--- config.mk ---
export PLATFORM = sky130hd
export DESIGN_NAME = fetch_sequencer
export DESIGN_NICKNAME = d
export VERILOG_FILES = /design/src/rtl/fetch_sequencer.sv
export SDC_FILE = /design/constraint.sdc
export NUM_CORES = 1
export LEC_CHECK = 0
export ABC_AREA = 1
export CORE_AREA = 8 8 91 93
export CTS_BUF_LIST = sky130_fd_sc_hd__clkbuf_8
export DETAILED_ROUTE_END_ITERATION = 10
export DIE_AREA = 0 0 99 101
export MAX_ROUTING_LAYER = met4
export PLACE_DENSITY = 0.74
export SLEW_MARGIN = 20
export SYNTH_ARGS = -nofsm -noshare
export SYNTH_HDL_FRONTEND = slang
export SYNTH_SLANG_ARGS = --single-unit
--- constraint.sdc ---
create_clock -name Clk -period 1.5 [get_ports Clk]
set_input_delay 0.3 -clock Clk [delete_from_list [all_inputs] [get_ports Clk]]
set_output_delay 0.3 -clock Clk [all_outputs]
set_load 0.01 [all_outputs]
--- src/rtl/fetch_sequencer.sv ---
// Instruction-fetch and PC-sequencing controller for the SPARC V8 datapath.
// Drives fetch-side selects/enables; all controls are zero outside fetch states.
module fetch_sequencer #(
  parameter int unsigned TIMEOUT = 255
) (
  input  logic        Clk,
  input  logic        Reset_n,
  input  logic        MOC,
  input  logic        Halt,
  input  logic        Exec_done,
  input  logic        Exec_redirect,
  output logic        MAR_enable,
  output logic        IR_enable,
  output logic        PC_enable,
  output logic        nPC_enable,
  output logic        MOV,
  output logic [2:0]  ALU_Mux_A_select,
  output logic [2:0]  ALU_Mux_B_select,
  output logic        ALU_Mux_Op_select,
  output logic        RAM_Mux_Op_select,
  output logic [5:0]  Op5,
  output logic [1:0]  PC_Mux_select,
  output logic        Exec_start,
  output logic        Mem_fault,
  output logic [31:0] Instr_count
);

  localparam int unsigned CNT_W = 8;
  localparam logic [CNT_W-1:0] WAIT_LAST = CNT_W'(TIMEOUT - 1);

  localparam logic [2:0] A_PC   = 3'd1;
  localparam logic [2:0] A_NPC  = 3'd2;
  localparam logic [2:0] B_FOUR = 3'd3;
  localparam logic [2:0] M_ZERO = 3'd5;
  localparam logic [1:0] PCM_NPC = 2'd0;
  localparam logic [1:0] PCM_ALU = 2'd1;

  typedef enum logic [3:0] {
    S_INIT_PC,
    S_INIT_NPC,
    S_FETCH_MAR,
    S_IDLE,
    S_FETCH_READ,
    S_DISPATCH,
    S_EXECUTE,
    S_UPDATE,
    S_FAULT
  } state_t;

  state_t           state;
  logic [CNT_W-1:0] wait_cnt;

  // Sequencing, MOC wait counter, sticky fault and retire counter.
  always_ff @(posedge Clk or negedge Reset_n) begin
    if (!Reset_n) begin
      state       <= S_INIT_PC;
      wait_cnt    <= '0;
      Mem_fault   <= 1'b0;
      Instr_count <= '0;
    end else begin
      case (state)
        S_INIT_PC:   state <= S_INIT_NPC;
        S_INIT_NPC:  state <= S_FETCH_MAR;
        S_FETCH_MAR: state <= Halt ? S_IDLE : S_FETCH_READ;
        S_IDLE:      if (!Halt) state <= S_FETCH_MAR;
        S_FETCH_READ: begin
          if (MOC) begin
            wait_cnt <= '0;
            state    <= S_DISPATCH;
          end else if (wait_cnt == WAIT_LAST) begin
            wait_cnt  <= '0;
            Mem_fault <= 1'b1;
            state     <= S_FAULT;
          end else begin
            wait_cnt <= wait_cnt + CNT_W'(1);
          end
        end
        S_DISPATCH:  state <= S_EXECUTE;
        S_EXECUTE: begin
          if (Exec_done) begin
            Instr_count <= Instr_count + 32'd1;
            state       <= Exec_redirect ? S_FETCH_MAR : S_UPDATE;
          end
        end
        S_UPDATE:    state <= S_FETCH_MAR;
        S_FAULT:     state <= S_FAULT;
        default:     state <= S_INIT_PC;
      endcase
    end
  end

  // Control decode from the state register; IR_enable and the FETCH_MAR
  // halt gating follow their inputs within the cycle.
  always_comb begin
    MAR_enable        = 1'b0;
    IR_enable         = 1'b0;
    PC_enable         = 1'b0;
    nPC_enable        = 1'b0;
    MOV               = 1'b0;
    ALU_Mux_A_select  = 3'd0;
    ALU_Mux_B_select  = 3'd0;
    ALU_Mux_Op_select = 1'b0;
    RAM_Mux_Op_select = 1'b0;
    Op5               = 6'd0;
    PC_Mux_select     = 2'd0;
    Exec_start        = 1'b0;
    case (state)
      S_INIT_PC: begin
        ALU_Mux_A_select = M_ZERO;
        ALU_Mux_B_select = M_ZERO;
        PC_Mux_select    = PCM_ALU;
        PC_enable        = 1'b1;
      end
      S_INIT_NPC: begin
        ALU_Mux_A_select = M_ZERO;
        ALU_Mux_B_select = B_FOUR;
        nPC_enable       = 1'b1;
      end
      S_FETCH_MAR: begin
        if (!Halt) begin
          ALU_Mux_A_select = A_PC;
          ALU_Mux_B_select = M_ZERO;
          MAR_enable       = 1'b1;
        end
      end
      S_FETCH_READ: begin
        MOV       = 1'b1;
        IR_enable = MOC;
      end
      S_DISPATCH: Exec_start = 1'b1;
      S_UPDATE: begin
        ALU_Mux_A_select = A_NPC;
        ALU_Mux_B_select = B_FOUR;
        PC_Mux_select    = PCM_NPC;
        PC_enable        = 1'b1;
        nPC_enable       = 1'b1;
      end
      default: ;
    endcase
  end

endmodule
==> results of run 1 <==
[synth_stat cells, types with 6 or more instances]
library cell	count
buf_4	10
dfrtp_1	45
inv_1	42
nand2_1	114
nand3_1	23
nand4_1	16
nor2_1	35
nor2_4	6
o21ai_0	7
o21ai_1	6
xnor2_1	9
xor2_1	7
[flip-flops by register name, indices dropped and copies added (netlist names)]
register	cells
Instr_count	32
Mem_fault	1
state	4
wait_cnt	8
[how the worst max path moves through the flow]
stage	to	slack, ps	cells past startpoint
floorplan	ALU_Mux_B_select[1]	20	6
global placement	ALU_Mux_B_select[0]	-410	4
global route	ALU_Mux_B_select[0]	-350	7
CTS	ALU_Mux_B_select[0]	-250	7
finish	ALU_Mux_B_select[0]	-290	7
detailed placement	ALU_Mux_B_select[0]	-460	4
[kinds of logic after synthesis]
family          Yosys count
compound gates           22
xor+xnor                 17
fa+ha+maj                 3
buf+inv                  57
flops                    45
other cells               1
simple gates            222
[through the flow]
stage                     hold slack (ps)  total power (W)
after floorplan                      4.41          0.00238
after global placement                295          0.00324
after detailed placement              298          0.00329
after CTS                             469          0.00432
after global routing                  512          0.00519
final                                 471          0.00491
[tightest hold or removal path: stages (launching register included)]
cell and delay [ps]:
dfrtp_1 350, inv_1 50, nand2_1 50
[where the power goes]
part           internal, W  leakage, nW  switching (W)
clock network     0.000499       0.0543       0.000465
logic              0.00121         1.63        0.00120
registers          0.00137        0.593       0.000169
[routing by layer]
| layer | up-vias | wire (um) | share of wire (%) |
|---|---|---|---|
| li1 | 1421 | - | - |
| met1 | 1368 | 3460 | 40 |
| met2 | 113 | 4470 | 52 |
| met3 | 17 | 501 | 5.8 |
| met4 | 0 | 204 | 2.4 |
| met5 | - | 0 | 0 |
[repair_timing]
action,4_1_cts,5_1_grt
buffers inserted,28,20
pin swaps,10,34
resized for setup,124,69
setup endpoints to repair,67,50
hold buffers,1,0
endpoints found under the hold margin,45,0
[cell type report]
class,instances,area [um2]
fill,576,2530
multi-input combinational,273,1710
timing repair buffer,133,1170
sequential,45,1130
inverter,47,179
tap,82,103
clock buffer,5,68.8
clock inverter,3,46.3
==> run metrics, run 1 <==
Setup TNS Final=-5500 ps; reg2reg end=Instr_count[31]; final std cell area, no fill=4410 um2; async set or reset register ratio after synthesis=100%; Die Ht=101 um; diode count=0; WL final=8.63 mm; initial antenna violation count=0; Critical R2R Launch=state[3]; Finished Core Util=63.6%; synth unique cells=31; Post-Layout Cell Count=588; Via Count=2,919; largest family of logic cells by synthesized area=simple AND/OR/NAND/NOR gates; initial core utilization=40.5%; total gr overflow=0; Setup WS post-layout=-285 ps; Tmin final=1790 ps; die area=10000 um2; busiest grt layer=met2; Synth Area in Adders=1.34%; ANT nets after route=0; Final nets=514; syn avg cell area=7.66 um2; failing checks=negative setup slack; critical-path maximum fanout=5; drt via density=4.96; Hold Fails Final Rpt=0; gp weighted congestion=0.885; FP Rows=31; Iter 0 DRT Violations=98; Pre-Repair DR Iteration Count=4; slowest library cell on the worst path=dfrtp_1; Peak VDD IR=0.432 mV; Final Max Tran Viols=0; post-synthesis mux area share=0%; met1 GRT Util=18.6%; status=complete, but fails checks; commonest non-fill, non-tap cell in the layout=nand2_1; simple-gate share of the synthesized area=39.7%; worst-case clock buffer depth=2; slowest stage delay, CP=410 ps; global-route wire length before repair=13.6 mm; CP required=1200 ps; gr usage total=17.2%; Placeable Area=6940 um2; Crit. End Element=primary output; Synth Instances=367; Hold WC Path Type=reg2reg; GR Util met3=4.07%; post-synthesis sequential area ratio=40.1%; Tcrit/Tclk final=119%; CTS tree=built; r2r worst-path depth=10; Slew @ Worst Pin=557 ps; vias in the first global route=2,957; most common flop cell mapped by yosys=dfrtp_1; Compound-Gate Fraction of Synth Area=4.23%; Area Overhead vs Synth=57.0%; Num CTS Buffers=5; arrival time worst endpoint=1490 ps; Die W=99 um; crit-path most repeated cell=buf_6; hold path depth=2; hold_sp=Mem_fault; top area cells in the synthesized netlist=dfrtp_1 (40%), nand2_1 (15%), inv_1 (5.6%); H-tree levels=2; Wirelength per Cell=14.7 um; hpwl dp=5.57 mm; yosys warns=0; I/O Buffers=51; Fmax=560 MHz; dpl ws=-459 ps; commonest cells after routing, fill and taps aside=nand2_1 (104), buf_4 (60), dfrtp_1 (38); total of max-cap violations=0; Hold Path End=Mem_fault; Critical Path Start=state[1]; Post-synth EDFFs=0; num ports=61; biggest area consumer among synthesized cells=dfrtp_1; xor/xnor share of the synthesized area=5.56%; r2r setup slk=-200 ps; CP cell instances=buf_6, nand2_4, nor2_4, inv_1, or2_4, nand3_2, buf_6; Crit Path Class=reg2out; met2 Resource Use GR=30.1%; root buffer cell=clkbuf_8; Placed Cells=535; Finish-stage setup viols=38; cell family with most CP delay=simple AND/OR/NAND/NOR gates; clock net sink count=45; Area after DPL=3670 um2; Worst Skew=9.00 ps; power per cell area=1110 nW/um2; leakage=2.28 nW; share of layout cells above drive strength 1=37.2%; DRC violations left=0; post-synth top area share=40.1%; clk slew on worst S/H paths=100 ps; Critical path buffers and inverters=3; pin count of the biggest net entering global routing=46; unrepaired setup endpoints after global routing=true; Mapped Area=2810 um2; flop and latch count out of synthesis=45; Startpoint Class=flip-flop; Clock Latency Late Sink=310 ps; Slew Limit Headroom=62.6%
(Power assumes the default switching activity.)
==> run 2, diff against run 1 <==
- CORE_AREA: 8 8 91 93 -> 8 8 79 108
- DIE_AREA: 0 0 99 101 -> 0 0 87 116
==> run metrics, run 2 (synthesis gave the netlist of run 1 again) <==
Worst Skew=9.10 ps (was 9.00 ps); critical-path maximum fanout=5 (unchanged); Pre-Repair DR Iteration Count=4 (unchanged); num ports=61 (unchanged); Hold Fails Final Rpt=0 (unchanged); initial antenna violation count=0 (unchanged); share of layout cells above drive strength 1=33.3% (was 37.2%); initial core utilization=40.8% (was 40.5%); Die Ht=116 um (was 101 um); clk slew on worst S/H paths=90 ps (was 100 ps); Hold WC Path Type=reg2reg (unchanged); hold path depth=2 (unchanged); Iter 0 DRT Violations=109 (was 98); Storage cell area=1130 um2 (about the same); Via Count=2,806 (was 2,919); status=complete, but fails checks (unchanged); Placed Cells=550 (was 535); Wirelength per Cell=13.6 um (was 14.7 um); Post-Layout Cell Count=588 (unchanged); footprint of the multi-input gates=1650 um2 (was 1710 um2); Tmin final=1720 ps (was 1790 ps); power per cell area=1070 nW/um2 (was 1110 nW/um2); arrival time worst endpoint=1420 ps (was 1490 ps); Crit. End Element=primary output (unchanged); root buffer cell=clkbuf_8 (unchanged); total of max-cap violations=0 (unchanged); Area Overhead vs Synth=49.9% (was 57.0%); worst-case clock buffer depth=2 (unchanged); ANT nets after route=0 (unchanged); vias in the first global route=2,777 (was 2,957); commonest non-fill, non-tap cell in the layout=nand2_1 (unchanged); Fmax=581 MHz (was 560 MHz); FP Rows=36 (was 31); global-route wire length before repair=12.5 mm (was 13.6 mm); dpl ws=-430 ps (was -459 ps); Finish-stage setup viols=35 (was 38); gp weighted congestion=0.914 (was 0.885); WL final=7.97 mm (was 8.63 mm); failing checks=negative setup slack (unchanged); I/O Buffers=51 (unchanged); Die W=87 um (was 99 um); CTS tree=built (unchanged); H-tree levels=2 (unchanged); Crit Path Class=reg2out (unchanged); die area=10,100 um2 (was 10000 um2); Final nets=501 (was 514); max reg flops=32 (unchanged); Setup WS post-layout=-221 ps (was -285 ps); Clock Latency Late Sink=300 ps (was 310 ps); Tcrit/Tclk final=115% (was 119%); CP required=1200 ps (about the same); unrepaired setup endpoints after global routing=true (unchanged); r2r worst-path depth=10 (unchanged); drt via density=4.77 (was 4.96); Finished Core Util=61.2% (was 63.6%); DRC violations left=0 (unchanged); total gr overflow=0 (unchanged); Setup TNS Final=-4160 ps (was -5500 ps); clock net sink count=45 (unchanged); Final Max Tran Viols=0 (unchanged); pin count of the biggest net entering global routing=46 (unchanged); hpwl dp=5.67 mm (was 5.57 mm); gr usage total=16.1% (was 17.2%); Num CTS Buffers=5 (unchanged); Filler cells=619 (was 576); Placeable Area=6890 um2 (was 6940 um2); biggest regs=Instr_count (32), wait_cnt (8), state (4) (unchanged); diode count=0 (unchanged); Startpoint Class=flip-flop (unchanged); Peak VDD IR=0.533 mV (was 0.432 mV); commonest cells after routing, fill and taps aside=nand2_1 (108), buf_4 (57), dfrtp_1 (40) (was nand2_1 (104), buf_4 (60), dfrtp_1 (38)); Most flops, register=Instr_count (unchanged); leakage=2.20 nW (was 2.28 nW)
[run 2: metal layers]
metal  track usage, %  vias up  routed length [um]
li1                 -     1391                   -
met1             16.1     1326                3100
met2             30.0       75                4340
met3             2.84       14                 352
met4             6.34        0                 174
met5                -        -                   0
[run 2: final timing paths]
check / from / end / slack, ps
setup / recovery: state[0] / ALU_Mux_A_select[0] / -220
hold / removal: Mem_fault / Mem_fault / 460
setup reg to reg: state[3] / Instr_count[16] / -150
hold reg to reg: Mem_fault / Mem_fault / 460
max in group asynchronous: Reset_n / Instr_count[11] / 770
min in group asynchronous: Reset_n / Instr_count[22] / 500
[run 2: metrics by stage]
stage | total power, W | area (um2) | hold slack [ps]
2_1_floorplan | 0.00238 | 2850 | 4.41
3_3_place_gp | 0.00323 | 3700 | 297
3_5_place_dp | 0.00327 | 3700 | 300
4_1_cts | 0.00438 | 4060 | 471
5_1_grt | 0.00478 | 4220 | 507
6_report | 0.00450 | 4220 | 464
[run 2: what timing repair did]
| action | CTS | global route |
|---|---|---|
| hold buffers | 1 | 0 |
| endpoints found under the setup margin | 65 | 49 |
| pin swaps | 13 | 17 |
| gates cloned | 0 | 0 |
| buffers inserted | 26 | 5 |
| hold endpoints to repair | 45 | 0 |
| gates resized for setup | 130 | 36 |
[run 2: critical path, cell delays in order (launching register included)]
cell,delay [ps]
dfrtp_1,390
inv_2,70
nand2_2,60
nor2_2,120
inv_1,40
or2_4,250
nand2_1,70
buf_2,130
[run 2: area by class of cell]
type                    instances  share of cell area, %
multi-input cells             273                   39.2
inverters                      47                   4.24
flip-flops and latches         45                   26.9
repair buffers                120                   24.2
clock buffers                   5                   1.63
clock inverters                 3                   1.10
well taps                      95                   2.82
[run 2: power by group]
part | switching (W) | internal, W | leakage [nW]
combinational | 0.00107 | 0.000984 | 1.55
clock | 0.000449 | 0.000499 | 0.0543
sequential | 0.000136 | 0.00136 | 0.596
==> run 3, diff against run 2 <==
- CAP_MARGIN: unset -> 0
- CORE_AREA: 8 8 79 108 -> 8 8 76 105
- DIE_AREA: 0 0 87 116 -> 0 0 84 113
- PLACE_DENSITY: 0.74 -> 0.78
==> run metrics, run 3 (synthesis gave the netlist of run 1 again) <==
status=complete, but fails checks (unchanged); failing checks=negative setup slack (unchanged); total of max-cap violations=0 (unchanged); Via Count=2,833 (was 2,806); hpwl dp=5.54 mm (was 5.67 mm); sequential group share of total power=32.6% (was 33.4%); clk slew on worst S/H paths=90 ps (about the same); share of layout cells above drive strength 1=34.2% (was 33.3%); initial core utilization=43.7% (was 40.8%); Storage cell area=1130 um2 (about the same); Clock Latency Late Sink=300 ps (about the same); Setup TNS Final=-5290 ps (was -4160 ps); Placeable Area=6440 um2 (was 6890 um2); final std cell area, no fill=4250 um2 (was 4220 um2); diode count=0 (unchanged); Die Ht=113 um (was 116 um); pin count of the biggest net entering global routing=46 (unchanged); num ports=61 (unchanged); critical-path maximum fanout=5 (unchanged); Setup WS post-layout=-248 ps (was -221 ps); CP required=1200 ps (about the same); met1 GRT Util=17.2% (was 16.1%); Clk pwr share=20.1% (was 21.1%); Filler cells=509 (was 619); Pre-Repair DR Iteration Count=4 (unchanged); slowest stage delay, CP=390 ps (about the same); Area Overhead vs Synth=51.2% (was 49.9%); Most flops, register=Instr_count (unchanged); P_sw=0.00171 W (was 0.00165 W); Hold WC Path Type=in2async (was reg2reg); Crit Path Class=reg2out (unchanged); Hold Fails Final Rpt=0 (unchanged); H-tree levels=2 (unchanged); drt via density=5.01 (was 4.77); Wirelength per Cell=14.3 um (was 13.6 um); Fmax=572 MHz (was 581 MHz); worst-case clock buffer depth=2 (unchanged); DRC violations left=0 (unchanged); gp weighted congestion=0.867 (was 0.914); initial antenna violation count=0 (unchanged); I/O Buffers=51 (unchanged); commonest non-fill, non-tap cell in the layout=nand2_1 (unchanged); WL final=8.08 mm (was 7.97 mm); total gr overflow=0 (unchanged); clock net sink count=45 (unchanged); arrival time worst endpoint=1450 ps (was 1420 ps); Tmin final=1750 ps (was 1720 ps); Die W=84 um (was 87 um); global-route wire length before repair=12.9 mm (was 12.5 mm); Comb power frac=47.3% (was 45.6%); Final Max Tran Viols=0 (unchanged); Peak VDD IR=0.432 mV (was 0.533 mV); Crit. End Element=primary output (unchanged); busiest grt layer=met2 (unchanged); root buffer cell=clkbuf_8 (unchanged); footprint of the multi-input gates=1710 um2 (was 1650 um2); Area after DPL=3650 um2 (was 3700 um2); CTS tree=built (unchanged); Tcrit/Tclk final=117% (was 115%); GR Util met3=3.16% (was 2.84%); power per cell area=1100 nW/um2 (was 1070 nW/um2); CP cell instances=buf_6, nand2_4, nor2_4, inv_1, or2_4, nand2_1, buf_2 (was inv_2, nand2_2, nor2_2, inv_1, or2_4, nand2_1, buf_2); met2 Resource Use GR=29.8% (was 30.0%); biggest regs=Instr_count (32), wait_cnt (8), state (4) (unchanged); unrepaired setup endpoints after global routing=true (unchanged); commonest cells after routing, fill and taps aside=nand2_1 (105), buf_4 (51), dfrtp_1 (39), inv_1 (39), dlygate4sd2_1 (32) (was nand2_1 (108), buf_4 (57), dfrtp_1 (40)); Cell Int Power=0.00298 W (was 0.00285 W); Final nets=499 (was 501); gr usage total=16.8% (was 16.1%); die area=9490 um2 (was 10,100 um2); Iter 0 DRT Violations=102 (was 109); Num CTS Buffers=5 (unchanged); Net Sw Frac=36.5% (was 36.7%); slowest library cell on the worst path=dfrtp_1 (unchanged); FP Rows=35 (was 36); Startpoint Class=flip-flop (unchanged); vias in the first global route=2,868 (was 2,777); ANT nets after route=0 (unchanged); Finish-stage setup viols=44 (was 35); Worst Skew=9.26 ps (was 9.10 ps); leakage=2.25 nW (was 2.20 nW); max reg flops=32 (unchanged)
run 3: cell count changes in the layout (fill, tap and decap cells not counted), moves of 2 or more:
cell,previous run,this run
buf_4,57,51
buf_6,18,21
inv_1,37,39
inv_2,9,7
nand2_1,108,105
nand2_4,5,7
nor2_1,21,19
o21ai_0,1,3
o21ai_1,8,4
run 3: metal layers:
metal | vias to the layer above | routed length (um)
met5 | - | 0
met4 | 0 | 344
met3 | 26 | 317
met2 | 88 | 4370
met1 | 1328 | 3040
li1 | 1391 | -
run 3: final cells by class:
class	instances	area share, %
Sequential cell	45	26.7
Clock inverter	2	0.795
Multi-Input combinational cell	273	40.2
Clock buffer	6	1.94
Inverter	47	4.27
Tap cell	74	2.18
Timing Repair Buffer	118	23.9
run 3: per-stage QoR:
stage,hold slack (ps),std cells,worst slack (ps),total power (W),utilization (%)
2_1_floorplan,4.41,375,23.6,0.00238,-
3_3_place_gp,298,526,-406,0.00326,56.7
3_5_place_dp,299,526,-431,0.00329,56.7
4_1_cts,479,554,-220,0.00429,61.3
5_1_grt,515,565,-335,0.00497,66.0
6_report,502,565,-248,0.00470,66.0
run 3: what timing repair did:
action,4_1_cts,5_1_grt
resized for setup,123,59
hold endpoints to repair,45,0
hold buffers,1,0
buffers inserted,19,13
endpoints found under the setup margin,70,46
pin swaps,11,20
run 3: power groups by stage:
| stage | Clock [W] | Sequential (W) | Combinational, W |
|---|---|---|---|
| 5_1_grt | 0.00101 | 0.00156 | 0.00240 |
| 2_1_floorplan | 0 | 0.00158 | 0.000805 |
| 4_1_cts | 0.000970 | 0.00152 | 0.00180 |
| 3_5_place_dp | 0 | 0.00156 | 0.00174 |
| 6_report | 0.000945 | 0.00153 | 0.00222 |
| 3_3_place_gp | 0 | 0.00154 | 0.00171 |
run 3: worst paths after layout:
check | startpoint | endpoint | slack, ps | depth (start not counted)
setup / recovery | state[1] | ALU_Mux_B_select[2] | -250 | 7
hold / removal | Reset_n | Instr_count[23] | 500 | 3
setup reg to reg | state[3] | Instr_count[11] | -200 | 9
hold reg to reg | Instr_count[31] | Instr_count[31] | 510 | 2
max in group asynchronous | Reset_n | Instr_count[28] | 770 | 3
min in group Clk | Instr_count[31] | Instr_count[31] | 510 | 2
run 3: worst max-delay path, delay by kind of cell, from the launching register on:
kind | cells | cell delay [ps]
simple gates | 4 | 490
buf+inv | 3 | 280
flops | 1 | 390
